## src/rtl/alu_cmd_queue.sv

```systemverilog
// alu_cmd_queue: command FIFO and issue stage in front of the 4-bit registered ALU.
// Buffers up to DEPTH commands, issues one per cycle when issue_en_i allows, and
// produces a result-valid strobe and sequence tag aligned with the ALU's registered result.
// Optional build macro: ALU_CMD_STATS_EN enables the saturating issued-command counter;
// without it issue_count_o is tied to zero.
module alu_cmd_queue #(
  parameter int unsigned DEPTH = 4
) (
  input  logic                     clk_i,
  input  logic                     rst_i,
  input  logic                     in_valid_i,
  output logic                     in_ready_o,
  input  logic [3:0]               in_a_i,
  input  logic [3:0]               in_b_i,
  input  logic [1:0]               in_op_i,
  input  logic                     issue_en_i,
  output logic [3:0]               alu_a_o,
  output logic [3:0]               alu_b_o,
  output logic [1:0]               alu_op_o,
  output logic                     alu_issue_o,
  output logic                     res_valid_o,
  output logic [3:0]               res_tag_o,
  output logic [$clog2(DEPTH):0]   count_o,
  output logic [15:0]              issue_count_o
);

  localparam int unsigned PtrW = $clog2(DEPTH);
  localparam int unsigned CntW = PtrW + 1;
  localparam logic [CntW-1:0] FullCnt = CntW'(DEPTH);

  // Entry layout: {a, b, op}
  logic [9:0] mem_q [DEPTH];

  logic [PtrW-1:0] wr_ptr_q, wr_ptr_d;
  logic [PtrW-1:0] rd_ptr_q, rd_ptr_d;
  logic [CntW-1:0] count_q, count_d;
  logic [3:0]      tag_ctr_q, tag_ctr_d;
  logic [3:0]      alu_a_q, alu_a_d;
  logic [3:0]      alu_b_q, alu_b_d;
  logic [1:0]      alu_op_q, alu_op_d;
  logic [3:0]      alu_tag_q, alu_tag_d;
  logic            alu_issue_q, alu_issue_d;
  logic            res_valid_q;
  logic [3:0]      res_tag_q;
  logic            push, pop;
  logic [9:0]      head;

  // in_ready depends on occupancy only, so there is no path from issue_en_i.
  assign in_ready_o = (count_q != FullCnt);
  assign head       = mem_q[rd_ptr_q];

  // Handshake decode and next-state for pointers, occupancy and the issue stage.
  always_comb begin
    push        = in_valid_i && in_ready_o;
    pop         = issue_en_i && (count_q != '0);
    wr_ptr_d    = wr_ptr_q;
    rd_ptr_d    = rd_ptr_q;
    count_d     = count_q;
    tag_ctr_d   = tag_ctr_q;
    alu_a_d     = alu_a_q;
    alu_b_d     = alu_b_q;
    alu_op_d    = alu_op_q;
    alu_tag_d   = alu_tag_q;
    alu_issue_d = 1'b0;

    if (push) begin
      wr_ptr_d = wr_ptr_q + PtrW'(1);
    end
    if (pop) begin
      rd_ptr_d    = rd_ptr_q + PtrW'(1);
      alu_a_d     = head[9:6];
      alu_b_d     = head[5:2];
      alu_op_d    = head[1:0];
      alu_tag_d   = tag_ctr_q;
      tag_ctr_d   = tag_ctr_q + 4'd1;
      alu_issue_d = 1'b1;
    end

    case ({push, pop})
      2'b10:   count_d = count_q + CntW'(1);
      2'b01:   count_d = count_q - CntW'(1);
      default: count_d = count_q;
    endcase
  end

  // Entry storage; contents are don't-care after reset since pointers are cleared.
  always_ff @(posedge clk_i) begin
    if (push) begin
      mem_q[wr_ptr_q] <= {in_a_i, in_b_i, in_op_i};
    end
  end

  // Queue control and issue-stage registers with synchronous reset.
  always_ff @(posedge clk_i) begin
    if (rst_i) begin
      wr_ptr_q    <= '0;
      rd_ptr_q    <= '0;
      count_q     <= '0;
      tag_ctr_q   <= '0;
      alu_a_q     <= '0;
      alu_b_q     <= '0;
      alu_op_q    <= '0;
      alu_tag_q   <= '0;
      alu_issue_q <= 1'b0;
    end else begin
      wr_ptr_q    <= wr_ptr_d;
      rd_ptr_q    <= rd_ptr_d;
      count_q     <= count_d;
      tag_ctr_q   <= tag_ctr_d;
      alu_a_q     <= alu_a_d;
      alu_b_q     <= alu_b_d;
      alu_op_q    <= alu_op_d;
      alu_tag_q   <= alu_tag_d;
      alu_issue_q <= alu_issue_d;
    end
  end

  // Result strobe trails the issue by one edge, matching the ALU's output register.
  always_ff @(posedge clk_i) begin
    if (rst_i) begin
      res_valid_q <= 1'b0;
      res_tag_q   <= '0;
    end else begin
      res_valid_q <= alu_issue_q;
      res_tag_q   <= alu_tag_q;
    end
  end

`ifdef ALU_CMD_STATS_EN
  logic [15:0] issue_count_q;

  // Saturating count of issue edges.
  always_ff @(posedge clk_i) begin
    if (rst_i) begin
      issue_count_q <= '0;
    end else if (pop && (issue_count_q != 16'hFFFF)) begin
      issue_count_q <= issue_count_q + 16'd1;
    end
  end

  assign issue_count_o = issue_count_q;
`else
  assign issue_count_o = 16'h0000;
`endif

  assign alu_a_o     = alu_a_q;
  assign alu_b_o     = alu_b_q;
  assign alu_op_o    = alu_op_q;
  assign alu_issue_o = alu_issue_q;
  assign res_valid_o = res_valid_q;
  assign res_tag_o   = res_tag_q;
  assign count_o     = count_q;

endmodule

```

## config.mk

```make
export PLATFORM = sky130hd
export DESIGN_NAME = alu_cmd_queue
export DESIGN_NICKNAME = d
export VERILOG_FILES = /design/src/rtl/alu_cmd_queue.sv
export SDC_FILE = /design/constraint.sdc
export NUM_CORES = 1
export LEC_CHECK = 0
export ABC_AREA = 1
export CORE_ASPECT_RATIO = 0.75
export CORE_UTILIZATION = 30
export DETAILED_ROUTE_END_ITERATION = 7
export GPL_ROUTABILITY_DRIVEN = 0
export HOLD_SLACK_MARGIN = 0.1
export PLACE_DENSITY_LB_ADDON = 0.2
export SYNTH_ARGS = -nofsm -noshare
export SYNTH_HDL_FRONTEND = slang
export SYNTH_SLANG_ARGS = --single-unit
```

## constraint.sdc

```tcl
create_clock -name clk_i -period 4.3 [get_ports clk_i]
set_input_delay 0.86 -clock clk_i [delete_from_list [all_inputs] [get_ports clk_i]]
set_output_delay 0.86 -clock clk_i [all_outputs]
set_load 0.1 [all_outputs]
```

==> results of run 1 <==
cell usage in the layout, fill, tap and decap left out:
cell type,n
dfxtp_1,31
clkbuf_16,11
a21oi_2,1
inv_2,2
edfxtp_1,40
nor2_1,34
clkdlybuf4s50_1,33
nand4_1,1
a21oi_4,1
clkinv_2,1
o21ai_1,1
ha_1,6
nor2_4,1
bufinv_16,1
clkbuf_8,2
inv_1,76
nand2_1,103
fa_1,1
nand2_2,1
or2_2,1
nand2_4,3
conb_1,16
clkinv_4,1
a21oi_1,6
o21ai_0,4
nand3_1,26
layout make-up:
type	count	share of cell area, %
clock buffers	13	7.75
clock inverters	3	1.12
inverters	78	7.50
multi-input cells	206	24.2
flip-flops and latches	71	46.7
well taps	136	4.36
repair buffers	33	8.46
path summary, 6_finish.rpt:
path                                   start            to  depth (start not counted)
worst max-delay path              count_o[1]    in_ready_o                          3
worst min-delay path            alu_tag_q[0]  res_tag_o[0]                          2
worst max register to register    count_o[1]   mem_q[1][8]                          4
worst min register to register  alu_tag_q[0]  res_tag_o[0]                          2
through the flow:
stage,utilization (%),instances,power [W],hold slack (ns),instance area [um2]
6_report,37.9,540,0.00279,0.419,3910
4_1_cts,37.9,540,0.00282,0.422,3910
3_5_place_dp,34.6,524,0.00198,0.411,3560
5_1_grt,37.9,540,0.00295,0.451,3910
3_3_place_gp,34.6,524,0.00197,0.408,3560
2_1_floorplan,-,382,0.00178,0.400,3250
worst max-delay path, delay by kind of cell (launching register included):
kind / cells / cell delay (ns)
flops: 1 / 0.42
buf+inv: 1 / 1.18
simple gates: 2 / 0.26
power by group through the flow:
stage | clock network (W) | registers (W) | logic (W)
2_1_floorplan | 0 | 0.00129 | 0.000493
3_5_place_dp | 0 | 0.000931 | 0.00105
5_1_grt | 0.000883 | 0.000932 | 0.00114
3_3_place_gp | 0 | 0.000930 | 0.00104
6_report | 0.000831 | 0.000914 | 0.00105
4_1_cts | 0.000852 | 0.000917 | 0.00105
registers in the layout (all words and copies together) (netlist names):
register / cells
alu_tag_q: 4
wr_ptr_q: 2
alu_op_o: 2
count_o: 3
res_valid_o: 1
alu_b_o: 4
tag_ctr_q: 4
mem_q: 40
rd_ptr_q: 2
alu_issue_o: 1
res_tag_o: 4
alu_a_o: 4
kinds of logic after synthesis:
| family | synth area share, % |
|---|---|
| and+or+nand+nor | 22.2 |
| buffers and inverters | 15.1 |
| DFF | 57.1 |
| AOI/OAI and AO/OA | 2.51 |
| adders and majority gates | 2.98 |
| other | 0.118 |
layer usage:
| layer | global-route usage, % | vias to the layer above | part of all wire, % |
|---|---|---|---|
| met5 | 0 | - | 0 |
| met4 | 4.84 | 0 | 1.8 |
| met3 | 5.15 | 10 | 6.1 |
| met2 | 16.9 | 55 | 41 |
| met1 | 17.6 | 977 | 51 |
| li1 | - | 1144 | - |
==> impl_summary.txt, run 1 <==
----------------------------------------------------
[Worst setup path]
  Slack of the worst reg-to-reg path ... 2.37 ns
  Worst endpoint data arrival time ... 2.19 ns
  Crit path kind ... reg2out
  Startpoint types ... flip-flop
  Cell with the biggest individual delay on the critical path ... clkdlybuf4s50_1
  Largest stage delay on the critical path ... 1.18 ns
  List of cells traversed by the critical path ... nor2_4, nand2_1, clkdlybuf4s50_1
  Required time of the worst setup path ... 3.44 ns
  Highest fanout seen on the critical path ... 4
  Crit end category ... primary output

[Logic synthesis]
  Number of enable-type register cells in the synthesized netlist ... 40
  Sequential cell area fraction in the yosys report ... 57.1%
  Number of storage elements in the synthesis netlist ... 71
  Count of mapped cells out of synthesis ... 367
  Portion of synthesized cell area occupied by the leading cell type ... 37.7%
  Most used DFF post-synth ... edfxtp_1
  Leading post-synthesis cells by cell area ... edfxtp_1, dfxtp_1, nand2_1
  Top cells by count, synth ... nand2_1, inv_1, edfxtp_1
  Post-synth ARST share ... 0%
  Yosys top cell by area ... edfxtp_1
  Cell with the most instances after synthesis ... nand2_1
  Synth Warn # ... 0
  Average size of a mapped cell ... 8.69 um2
  Unique masters post-synth ... 23
  Cell area after synthesis ... 3190 um2

[Power and ir drop]
  Design internal power ... 0.00163 W
  Portion of total power attributed to the clock network ... 29.8%
  Max rail drop VDD ... 0.000239 V
  Switching Fraction ... 41.6%
  Fraction of power consumed by sequential logic ... 32.8%
  Static power due to leakage ... 1.80 nW
  Logic gate share of total power ... 37.5%
  Switching power summed over all nets ... 0.00116 W
  Power per unit of standard cell area ... 715 nW/um2

[Clocking]
  Number of buffers inserted by hold repair at cts ... 0
  Number of sinks on the clock net ... 71
  Clock buffer count from CTS ... 9
  Clk_lat worst skew ... 0.33 ns
  Buffer depth of the longest clock path ... 2
  Cell at the root of the clock tree ... clkbuf_16
  H-tree levels ... 3
  CTS tree ... yes
  Count of instances resized after the clock tree is built ... 0
  Post-CTS clock slew at the launch and capture registers of the worst setup and hold paths ... 0.06 ns
  Post-CTS setup buffer count ... 0

[Timing]
  Unrepaired setup endpoints after global routing ... false
  Ratio of final minimum period to clock period ... 71.0%
  Final Setup Violations ... 0
  Slew HR ... 33.0%
  Post-layout minimum cycle time ... 3.05 ns
  Count of pins over their slew limit ... 0
  Hold Fails Final Rpt ... 0
  Peak Freq ... 327 MHz
  Final setup slack of the worst path ... 1.25 ns
  Post-Route Setup TNS ... 0 ns
  Transition time at the pin with the least slew margin ... 1.00 ns
  Max Clock Skew ... 0.00819 ns

[Finish]
  Share of layout cells above drive strength 1 ... 6.44%
  Final Net Count ... 420
  Reg area ... 1820 um2
  Area of the multi-input gates ... 943 um2
  Antenna Diode Count ... 0
  Area added between synthesis and finish ... 22.4%
  Number of filler instances in the final layout ... 1024

[Floorplan]
  Starting utilization of the core area ... 31.0%
  Horizontal die dimension ... 121 um
  Io pins ... 50
  Placeable core area ... 10300 um2
  Total number of placement rows ... 32
  Die ar. ... 11100 um2
  Die Height ... 91.3 um

[GRT]
  Tot GR Track Use ... 12.6%
  Antenna violations before repair ... 0
  Pin count of the biggest net entering global routing ... 28
  Number of global-route vias before repair ... 2017
  Global-route wire length before repair ... 10.2 mm
  Leftover overflow at the end of global routing ... 0

[Route]
  Routed len/inst ... 11.3 um
  Via total after detailed routing ... 2186
  Post-Route WL ... 6.10 mm
  Starting DRT DRC Count ... 111
  Routed vias/inst ... 4.05
  First-pass iteration count of the detailed router ... 4
  Count of nets left with antenna violations after detail routing ... 0
  Number of DRC violations after detailed routing ... 0

[Placement]
  IO Port Bufs ... 33
  Detailed-placement wirelength estimate ... 4.04 mm
  Post-Place Worst Slack ... 1.38 ns

[Outcome]
  Result of the run ... finished, final reports clean

[Job]
  Max-cap viol count ... 0

[Hold path]
  Type of the tightest min-delay check ... reg2reg

----------------------------------------------------
(Power assumes the default switching activity.)
==> run 2, diff against run 1 <==
==> constraint.sdc (replaced) <==
create_clock -name clk_i -period 2.8 [get_ports clk_i]
set_input_delay 0.56 -clock clk_i [delete_from_list [all_inputs] [get_ports clk_i]]
set_output_delay 0.56 -clock clk_i [all_outputs]
set_load 0.1 [all_outputs]
==> run 2 against run 1 <==
Against the previous run: register-to-register slack got worse by 1.4 ns; hold slack got worse by 0.00098 ns; largest power group unchanged; critical endpoint is now count_o[2]; core utilization is 0.17 points higher; critical path type is now in2reg; flip-flop and latch count unchanged; via count decreased by 2.6%; largest cell class unchanged.
==> impl_summary.txt, run 2 (synthesized netlist as in run 1, its figures left out) <==
----------------------------------------------------
[Hold path]
  Type of the tightest min-delay check ... reg2reg

[Finish]
  Area of the multi-input gates ... 946 um2 (+0.27%)
  Number of filler instances in the final layout ... 1055 (+3.0%)
  Commonest non-fill, non-tap cell in the layout ... nand2_1
  Post-route core utilization ... 38.1% (+0.17 points)
  Flip-flop count of the largest register, all copies and words added ... 40 (unchanged)
  Commonest non-fill, non-tap cells in the layout ... nand2_1, inv_1, edfxtp_1
  Antenna Diode Count ... 0 (unchanged)
  Reg area ... 1820 um2 (about the same)
  Reg with most FFs ... mem_q
  Final Net Count ... 428 (+1.9%)
  Share of layout cells above drive strength 1 ... 13.6% (+7.2 points)
  Area added between synthesis and finish ... 23.0%

[Timing]
  Final Setup Violations ... 0 (unchanged)
  Slew HR ... 55.9% (+23 points)
  Post-Route Setup TNS ... 0 ns (unchanged)
  Hold Fails Final Rpt ... 0 (unchanged)
  Worst hold margin ... 0.418 ns (-0.000983 ns)
  Peak Freq ... 479 MHz
  Max Clock Skew ... 0.00355 ns (-0.00463 ns)
  Final setup slack of the worst path ... 0.714 ns (-0.532 ns)
  Ratio of final minimum period to clock period ... 74.5%
  Post-layout minimum cycle time ... 2.09 ns
  Count of pins over their slew limit ... 0 (unchanged)
  Unrepaired setup endpoints after global routing ... false
  Transition time at the pin with the least slew margin ... 0.660 ns (-0.340 ns)

[Route]
  First-pass iteration count of the detailed router ... 4 (unchanged)
  Routed vias/inst ... 3.89 (-4.0%)
  Post-Route WL ... 5.78 mm (-5.2%)
  Via total after detailed routing ... 2129 (-2.6%)
  Routed len/inst ... 10.6 um (-6.6%)
  Count of nets left with antenna violations after detail routing ... 0 (unchanged)
  Starting DRT DRC Count ... 109 (-1.8%)
  Number of DRC violations after detailed routing ... 0 (unchanged)

[Floorplan]
  Die Height ... 91.3 um (unchanged)
  Die ar. ... 11100 um2 (unchanged)
  Io pins ... 50 (unchanged)
  Horizontal die dimension ... 121 um (unchanged)
  Starting utilization of the core area ... 31.0% (unchanged)
  Placeable core area ... 10300 um2 (unchanged)
  Total number of placement rows ... 32 (unchanged)

[Worst setup path]
  Largest stage delay on the critical path ... 0.58 ns (-0.60 ns)
  Startpoint types ... input pin
  Crit path buffers/inverters ... 3 (+2)
  Crit end category ... flip-flop
  Crit path kind ... in2reg
  Family of cells with the greatest summed delay on the critical path ... buffers and inverters
  Cell with the biggest individual delay on the critical path ... clkdlybuf4s50_1
  Worst endpoint data arrival time ... 2.35 ns (+0.16 ns)
  Highest fanout seen on the critical path ... 4 (unchanged)
  Required time of the worst setup path ... 3.06 ns (-0.38 ns)
  List of cells traversed by the critical path ... clkdlybuf4s50_1, inv_2, a21oi_4, ha_1, inv_1, fa_1, nand2_1, nand3_1, nand2_1, nand2_1, nor2_1
  CP most frequent cell ... nand2_1

[GRT]
  Global-route wire length before repair ... 9.61 mm (-6.1%)
  Leftover overflow at the end of global routing ... 0 (unchanged)
  Tot GR Track Use ... 11.6% (-0.93 points)
  Antenna violations before repair ... 0 (unchanged)
  Number of global-route vias before repair ... 1972 (-2.2%)
  Pin count of the biggest net entering global routing ... 28 (unchanged)

[Job]
  Max-cap viol count ... 0 (unchanged)

[Power and ir drop]
  Total chip power ... 0.00425 W (+52%)
  Max rail drop VDD ... 0.000331 V (+38%)
  Static power due to leakage ... 1.87 nW (+4.3%)
  Power per unit of standard cell area ... 1080 nW/um2 (+52%)

[Outcome]
  Result of the run ... finished, final reports clean

[Clocking]
  CTS tree ... yes
  Number of buffers inserted by hold repair at cts ... 0 (unchanged)
  Cell at the root of the clock tree ... clkbuf_16
  Clock buffer count from CTS ... 9 (unchanged)
  Count of instances resized after the clock tree is built ... 0 (unchanged)
  Number of sinks on the clock net ... 71 (unchanged)
  Buffer depth of the longest clock path ... 2 (unchanged)
  Post-CTS setup buffer count ... 0 (unchanged)
  H-tree levels ... 3 (unchanged)
  Post-CTS clock slew at the launch and capture registers of the worst setup and hold paths ... 0.06 ns (about the same)
  Clk_lat worst skew ... 0.33 ns (about the same)

[Placement]
  IO Port Bufs ... 33 (unchanged)
  Detailed-placement wirelength estimate ... 3.82 mm (-5.3%)
  Post-Place Worst Slack ... 0.369 ns (-1.01 ns)

----------------------------------------------------
-- run 2: changes by cell type in the layout (fill, tap and decap cells not counted), sizes merged --
cell / delta
buf: +28
clkdlybuf4s50: -20
clkbuf: +2
clkinv: -2
bufinv: -1
inv: +1
-- run 2: where the power goes --
group	switching, W	internal (W)
logic	0.00125	0.000374
registers	0.0000879	0.00128
clock network	0.000422	0.000838
-- run 2: path summary, 6_finish.rpt --
path              slack [ns]  depth (start not counted)          from           end
setup / recovery        0.71                         11    issue_en_i    count_o[2]
setup reg to reg        0.97                         11    count_o[1]    count_o[2]
hold reg to reg         0.42                          2  alu_tag_q[0]  res_tag_o[0]
hold / removal          0.42                          2  alu_tag_q[0]  res_tag_o[0]
-- run 2: per-stage QoR --
step                cells  instance area, um2
floorplan             382                3250
global placement      532                3570
detailed placement    532                3570
CTS                   548                3920
global route          548                3920
finish                548                3920
-- run 2: tightest hold or removal path: cells and delay by family (launching register included) --
kind	cells	cell delay (ns)
buf+inv	1	0.04
flops	1	0.29
simple gates	1	0.04
-- run 2: area by class of cell --
class / count / area share, %
multi-input cells: 206 / 24.1
clock buffers: 15 / 8.71
flip-flops and latches: 71 / 46.5
clock inverters: 1 / 0.223
repair buffers: 41 / 8.68
well taps: 136 / 4.34
inverters: 78 / 7.46
-- run 2: routing by layer --
metal | GRT usage (%) | part of all wire, %
met1 | 14.2 | 47
met2 | 18.4 | 46
met3 | 4.59 | 5.1
met4 | 4.32 | 1.3
met5 | 0 | 0
==> run 3, diff against run 2 <==
==> constraint.sdc (replaced) <==
create_clock -name clk_i -period 1.7 [get_ports clk_i]
set_input_delay 0.34 -clock clk_i [delete_from_list [all_inputs] [get_ports clk_i]]
set_output_delay 0.34 -clock clk_i [all_outputs]
set_load 0.1 [all_outputs]
==> run 3 against run 2 <==
Against the previous run: sequential share of layout area decreased by 3.3 points; non-clock buffer count rose by 10; clock skew up 0.0017 ns; via count rose by 4.0%; critical endpoint unchanged.
==> impl_summary.txt, run 3 (synthesized netlist as in run 1, its figures left out) <==
----------------------------------------------------
[Finish]
  Final std cells w/o fill ... 558 (+1.8%)
  Flip-flop count of the largest register, all copies and words added ... 40 (unchanged)
  Final Net Count ... 438 (+2.3%)
  Reg with most FFs ... mem_q
  Area of the multi-input gates ... 988 um2 (+4.5%)
  Number of filler instances in the final layout ... 1018 (-3.5%)
  Commonest non-fill, non-tap cell in the layout ... nand2_1
  Reg area ... 1830 um2 (+0.55%)
  Area added between synthesis and finish ... 33.1%
  Antenna Diode Count ... 0 (unchanged)
  Area of all placed cells without fillers ... 4250 um2 (+8.2%)
  Share of layout cells above drive strength 1 ... 16.4% (+2.8 points)
  Commonest non-fill, non-tap cells in the layout ... nand2_1, inv_1, edfxtp_1

[Timing]
  Max Clock Skew ... 0.00530 ns (+0.00175 ns)
  Unrepaired setup endpoints after global routing ... true
  Post-Route Setup TNS ... 0 ns (unchanged)
  Post-layout minimum cycle time ... 1.70 ns
  Peak Freq ... 589 MHz
  Ratio of final minimum period to clock period ... 99.9%
  Hold Fails Final Rpt ... 0 (unchanged)
  Transition time at the pin with the least slew margin ... 0.629 ns (-0.0313 ns)
  Slew HR ... 58.0% (+2.1 points)
  Count of pins over their slew limit ... 0 (unchanged)
  Final Setup Violations ... 0 (unchanged)

[Placement]
  IO Port Bufs ... 33 (unchanged)
  Cell count after placement ... 540 (+1.5%)
  Detailed-placement wirelength estimate ... 4.38 mm (+15%)
  Cell area reported after detailed placement ... 3940 um2 (+10%)

[Route]
  Post-Route WL ... 6.14 mm (+6.2%)
  First-pass iteration count of the detailed router ... 4 (unchanged)
  Starting DRT DRC Count ... 139 (+28%)
  Via total after detailed routing ... 2215 (+4.0%)
  Routed len/inst ... 11.0 um (+4.3%)
  Count of nets left with antenna violations after detail routing ... 0 (unchanged)
  Routed vias/inst ... 3.97 (+2.2%)
  Number of DRC violations after detailed routing ... 0 (unchanged)

[Floorplan]
  Starting utilization of the core area ... 31.0% (unchanged)
  Horizontal die dimension ... 121 um (unchanged)
  Io pins ... 50 (unchanged)
  Die Height ... 91.3 um (unchanged)
  Total number of placement rows ... 32 (unchanged)
  Placeable core area ... 10300 um2 (unchanged)
  Die ar. ... 11100 um2 (unchanged)

[Clocking]
  Clk_lat worst skew ... 0.33 ns (about the same)
  Cell at the root of the clock tree ... clkbuf_16
  Buffer depth of the longest clock path ... 2 (unchanged)
  Number of sinks on the clock net ... 71 (unchanged)
  Clock buffer count from CTS ... 9 (unchanged)
  H-tree levels ... 3 (unchanged)
  Post-CTS clock slew at the launch and capture registers of the worst setup and hold paths ... 0.05 ns (about the same)
  Number of buffers inserted by hold repair at cts ... 0 (unchanged)
  CTS tree ... yes

[Worst setup path]
  Required time of the worst setup path ... 1.96 ns (-1.10 ns)
  Highest fanout seen on the critical path ... 2 (-2)
  Worst R2R Path Depth ... 11 (unchanged)
  Worst endpoint data arrival time ... 1.96 ns (-0.39 ns)
  Crit path kind ... in2reg
  Crit end category ... flip-flop
  Slack of the worst reg-to-reg path ... 0.03 ns (-0.94 ns)
  Launch instance of the worst register-to-register path ... count_o[1]
  Startpoint types ... input pin
  Worst flop-to-flop path endpoint ... count_o[2]

[Outcome]
  Result of the run ... finished, final reports clean

[Hold path]
  Hold path startpoint ... alu_tag_q[0]
  Endpoint of the worst hold path ... res_tag_o[0]
  Type of the tightest min-delay check ... reg2reg
  Cell count of the worst hold path ... 2 (unchanged)

[GRT]
  Leftover overflow at the end of global routing ... 0 (unchanged)
  Number of global-route vias before repair ... 1988 (+0.81%)
  Global-route wire length before repair ... 10.2 mm (+5.8%)
  Pin count of the biggest net entering global routing ... 23 (-18%)
  Antenna violations before repair ... 0 (unchanged)
  Tot GR Track Use ... 12.5% (+0.91 points)

[Power and ir drop]
  Max rail drop VDD ... 0.000581 V (+76%)
  Power per unit of standard cell area ... 1750 nW/um2 (+61%)
  Total chip power ... 0.00741 W (+74%)
  Static power due to leakage ... 1.96 nW (+4.6%)

[Job]
  Max-cap viol count ... 0 (unchanged)

----------------------------------------------------
run 3: cell count changes in the layout (fill, tap and decap cells not counted), sizes merged:
cell      delta
buf         +10
inv          -1
clkinv       +2
clkbuf       -3
clkinvlp     +1
bufinv       +1
run 3: area by class of cell:
class	count	area share (%)
inverters	78	6.90
well taps	136	4.01
clock buffers	12	5.57
repair buffers	51	16.0
flip-flops and latches	71	43.2
clock inverters	4	1.09
multi-input cells	206	23.3
run 3: worst max path at each step:
stage / from / endpoint / slack, ns
finish: issue_en_i / count_o[2] / 0.002
global route: count_o[1] / count_o[2] / -0.05
CTS: issue_en_i / count_o[2] / 0.003
detailed placement: issue_en_i / count_o[2] / -0.34
global placement: issue_en_i / count_o[2] / -0.29
floorplan: count_o[1] / count_o[2] / -0.23
run 3: where the power goes:
part           switching (W)  internal [W]
Sequential          0.000214       0.00212
Clock               0.000657       0.00113
Combinational        0.00217       0.00112
Total                0.00304       0.00438
run 3: metal layers:
metal	vias up	track usage (%)	routed length, um
li1	1176	-	-
met2	60	16.0	2480
met5	-	0	0
met3	7	4.46	354
met1	972	18.4	3240
met4	0	5.56	72
run 3: what timing repair did:
item,4_1_cts,5_1_grt
endpoints found under the setup margin,1,1
resized for setup,0,1
pin swaps,3,3
setup buffers,2,0
run 3: stage by stage:
stage / setup WS, ns / hold WS, ns / util [%]
CTS: 0.00259 / 0.415 / 41.2
global placement: -0.291 / 0.408 / 38.3
finish: 0.00178 / 0.412 / 41.3
detailed placement: -0.336 / 0.409 / 38.3
floorplan: -0.231 / 0.400 / -
global route: -0.0462 / 0.452 / 41.3
run 3: critical path, stage by stage:
cell             delay [ns]
clkdlybuf4s50_1        0.49
inv_2                  0.05
a21oi_4                0.16
ha_4                   0.16
inv_2                  0.04
fa_2                   0.33
nand2_1                0.09
nand3_2                0.08
nand2_1                0.06
nand2_1                0.04
nor2_1                 0.10
